<file path="src/rtl/sync_filter_edge.sv">
// Multi-channel input conditioner: enabled synchronizer chain, consecutive-cycle
// debounce filter and registered rise/fall pulse detection, one slice per channel.
module sync_filter_edge #(
  parameter int   BUS_WIDTH   = 1,
  parameter int   SYNC_STAGES = 2,
  parameter int   FILT_CYCLES = 4,
  parameter logic RESET_VAL   = 1'b0
) (
  input  logic                 clk,
  input  logic                 rst_n,
  input  logic [BUS_WIDTH-1:0] en,
  input  logic [BUS_WIDTH-1:0] async_in,
  output logic [BUS_WIDTH-1:0] sync_out,
  output logic [BUS_WIDTH-1:0] filt_out,
  output logic [BUS_WIDTH-1:0] rise,
  output logic [BUS_WIDTH-1:0] fall
);

  localparam int CW = $clog2(FILT_CYCLES + 1);
  localparam logic [CW-1:0] LAST_CNT = CW'(FILT_CYCLES - 1);

  if (SYNC_STAGES < 2) begin : g_bad_sync
    $error("sync_filter_edge: SYNC_STAGES must be >= 2");
  end
  if (FILT_CYCLES < 1) begin : g_bad_filt
    $error("sync_filter_edge: FILT_CYCLES must be >= 1");
  end

  for (genvar gi = 0; gi < BUS_WIDTH; gi++) begin : g_ch
    logic [SYNC_STAGES-1:0] sync_q;
    logic [CW-1:0]          cnt_q, cnt_d;
    logic                   filt_q, filt_d;
    logic                   rise_q, rise_d;
    logic                   fall_q, fall_d;
    logic                   sync_bit;

    assign sync_bit = sync_q[SYNC_STAGES-1];

    always_ff @(posedge clk or negedge rst_n) begin
      if (!rst_n) begin
        sync_q <= {SYNC_STAGES{RESET_VAL}};
      end else if (en[gi]) begin
        sync_q <= {sync_q[SYNC_STAGES-2:0], async_in[gi]};
      end
    end

    // Pulses default low every cycle, so they self-clear even while disabled.
    always_comb begin
      cnt_d  = cnt_q;
      filt_d = filt_q;
      rise_d = 1'b0;
      fall_d = 1'b0;
      if (en[gi]) begin
        if (sync_bit == filt_q) begin
          cnt_d = '0;
        end else if (cnt_q == LAST_CNT) begin
          cnt_d  = '0;
          filt_d = sync_bit;
          rise_d = sync_bit;
          fall_d = ~sync_bit;
        end else begin
          cnt_d = cnt_q + 1'b1;
        end
      end
    end

    always_ff @(posedge clk or negedge rst_n) begin
      if (!rst_n) begin
        cnt_q  <= '0;
        filt_q <= RESET_VAL;
        rise_q <= 1'b0;
        fall_q <= 1'b0;
      end else begin
        cnt_q  <= cnt_d;
        filt_q <= filt_d;
        rise_q <= rise_d;
        fall_q <= fall_d;
      end
    end

    assign sync_out[gi] = sync_bit;
    assign filt_out[gi] = filt_q;
    assign rise[gi]     = rise_q;
    assign fall[gi]     = fall_q;
  end

endmodule

</file>
<file path="config.mk">
export PLATFORM = sky130hd
export DESIGN_NAME = sync_filter_edge
export DESIGN_NICKNAME = d
export VERILOG_FILES = /design/src/rtl/sync_filter_edge.sv
export SDC_FILE = /design/constraint.sdc
export NUM_CORES = 1
export LEC_CHECK = 0
export ABC_CLOCK_PERIOD_IN_PS = 1200
export CORE_AREA = 5 5 42 44
export CTS_CLUSTER_SIZE = 40
export DETAILED_ROUTE_END_ITERATION = 10
export DIE_AREA = 0 0 47 49
export DONT_BUFFER_PORTS = 1
export SLEW_MARGIN = 20
export SYNTH_ARGS = -nofsm -noshare
export SYNTH_HDL_FRONTEND = slang
export SYNTH_SLANG_ARGS = --single-unit
</file>
<file path="constraint.sdc">
create_clock -name clk -period 1.2 [get_ports clk]
set_input_delay 0.3 -clock clk [delete_from_list [all_inputs] [get_ports clk]]
set_output_delay 0.3 -clock clk [all_outputs]
set_load 0.03 [all_outputs]
</file>
==> impl_metrics.csv <==
group,metric,value,unit
status,status,"finished, final reports clean",
setup_path,critPathCaptureType,"primary output",
timing,report.final.hold_viol_count,0,
synth,postSynthAreaPerCell,13.4,sq um
power_and_ir_drop,seq_power_share,44.3,%
global_routing,overflow,0,
die,boundaryPins,8,
setup_path,cp_slowest_cell,"dfrtp_2",
power_and_ir_drop,peakVddDrop,0.000702,V
power_and_ir_drop,leakagePower,0.200,nW
clocking,cts_buffer_depth,2,
worst_hold_path,hp-class,"primary input to flop",
layout,mostFrequentLayoutCell,"dfrtp_1",
setup_path,critical_path_class,"flop to primary output",
power_and_ir_drop,intPower,611,uW
power_and_ir_drop,power_frac_clock,22.7,%
drt,drt_iter0_drc,2,
global_routing,grt_pass1_wl,1.19,mm
clocking,cts_max_level,1,
synth,netlist_area,363,sq um
layout,area_delta_synth_final,18.6,%
job,maxCapViolCount,0,
timing,tightest_slew,0.367,ns
setup_path,rr_endpoint,"filt_out",
timing,maxSlewHeadroom,75.4,%
die,die_y,49,um
setup_path,worst_setup_path_start_kind,"flop",
drt,ant_nets,0,
layout,final_cell_mix,"dfrtp_1, nand2b_1, clkbuf_4",
synth,synth_top_area_share,55.2,%
drt,drtPass1Iterations,2,
placement,routabilityCongestion,0.711,
worst_hold_path,min_to,"g_ch[0].cnt_q[2]",
setup_path,ff2ff_path_depth,3,
drt,wl_per_cell,14.7,um
placement,port-buffer-count,0,
synth,yosysUniqueCellTypes,14,
timing,finalSetupTns,0,ns
setup_path,critPathTopFamily,"flip-flops",
die,rows,14,
timing,fmax,868,MHz
layout,nNetsFinal,39,
die,core_area,1400,sq um
clocking,clk_pin_slew,0.05,ns
layout,utilization,30.7,%
timing,timing.final.crit_share,96.1,%
power_and_ir_drop,power.share.combinational,33.0,%
drt,routed_wl,706,um
setup_path,cp.arrival,0.85,ns
setup_path,cp_cell_sequence,"buf_6",
timing,timing.hold.ws,0.147,ns
timing,finClkSkew,0.00295,ns
synth,syn_nets,32,
clocking,cts_sinks,8,
global_routing,grt_usage,7.87,%
power_and_ir_drop,swShare,33.4,%
synth,synth.area.top_cells,"dfrtp_1, mux2_2, nand3b_4",
setup_path,r2r_setup_slack,0.08,ns
global_routing,grt_pass1_vias,262,
worst_hold_path,worstHoldStart,"en",
setup_path,crit_fanout,6,
placement,dp_hpwl,529,um
clocking,numCtsBuffers,3,
clocking,root_buffer,"clkbuf_4",
global_routing,grt_start_max_net_pins,9,
global_routing,antenna_found_initial,0,
die,initial_core_util,25.9,%
drt,via_per_inst,4.79,
clocking,cts_tree,"built",
synth,synth_area_leader_cell,"dfrtp_1",
timing,drv_slew,0,
setup_path,crit_start,"g_ch[0].sync_q[1]",
synth,synth_warnings,0,
layout,fillers,156,
power_and_ir_drop,p_sw,306,uW
setup_path,critical-path-max-stage-delay,0.44,ns
die,die_area,2300,sq um
setup_path,crit_buf_inv,1,
timing,min_period,1.15,ns
setup_path,critical_path_required,0.90,ns
setup_path,timing.rr.start,"g_ch[0].cnt_q[0]",
drt,vias,230,
drt,drc,0,
layout,drive_above_1_share,37.5,%
timing,rsz0062_at_grt,"false",
synth,synth-seq-cells,8,
clocking,clk_latency,0.26,ns
synth,seq_area_frac_synth,55.2,%
synth,syn_inst,27,
layout,diodes,0,
timing,setup_viol,0,
power_and_ir_drop,powerDensity,2130,nW/um^2
worst_hold_path,holdPathStages,1,
die,die_x,47,um
power_and_ir_drop,fin_total_pwr,917,uW
synthesized netlist by cell type:
library cell	n
o22ai_1	2
buf_4	1
o31ai_2	1
nand2_1	1
dfrtp_1	8
ha_1	1
nand2b_1	3
nor3b_1	2
nand3b_4	1
mux2_2	2
inv_1	2
xnor2_1	1
nor2b_1	1
mux2_4	1
final cells by class:
type                       instances  area (sq um)  share of cell area (%)
multi-input combinational         16           150                    34.9
timing repair buffer               3          28.8                    6.69
sequential                         8           201                    46.8
inverter                           2          7.51                    1.74
tap                               16          20.0                    4.65
clock buffer                       3          22.5                    5.23
power groups by stage:
stage / combinational, mW / sequential, mW / clock [mW]
2_1_floorplan: 0.185 / 0.439 / 0
3_3_place_gp: 0.271 / 0.399 / 0
3_5_place_dp: 0.291 / 0.409 / 0
4_1_cts: 0.299 / 0.406 / 0.223
5_1_grt: 0.329 / 0.422 / 0.234
6_report: 0.303 / 0.406 / 0.208
worst max path at each step:
stage / endpoint / slack, ns / depth (start not counted)
after floorplan: filt_out / 0.09 / 3
after global placement: filt_out / 0.07 / 3
after detailed placement: filt_out / 0.02 / 3
after CTS: sync_out / 0.006 / 1
after global routing: sync_out / 0.01 / 1
final: sync_out / 0.05 / 1
sequential cells by signal (all words and copies together), names as in the netlist:
register / count
g_ch.cnt_q: 3
g_ch.sync_q: 2
fall: 1
filt_out: 1
rise: 1
cell families (layout without fill, tap and decap cells):
logic type                 Yosys count  count (layout)  share of synthesized area, %
adders and majority gates            1               1                          3.45
muxes                                3               3                          10.3
xor gates and xnor gates             1               1                          2.41
buffers and inverters                3               8                          4.14
DFF                                  8               8                          55.2
and+or+nand+nor                      8               8                          17.6
AOI/OAI and AO/OA                    3               3                          6.90
layer usage:
layer,vias to the layer above,track usage (%),wire (um)
li1,102,-,-
met1,114,7.87,273
met2,10,9.95,323
met3,4,6.27,88
met4,0,6.91,21
met5,-,0,0
timing repair:
action,in CTS,in global routing
resized for setup,1,2
hold buffers,1,0
hold endpoints to repair,8,0
setup buffers,0,0
pin swaps,0,0
endpoints found under the setup margin,1,2
metrics by stage:
step           cell area (sq um)  std cells  setup slack, ns
2_1_floorplan                363         27           0.0925
3_3_place_gp                 390         44           0.0738
3_5_place_dp                 390         44           0.0246
4_1_cts                      424         48          0.00632
5_1_grt                      430         48           0.0123
6_report                     430         48           0.0473
Note: power is estimated with default switching activity, not from simulation.
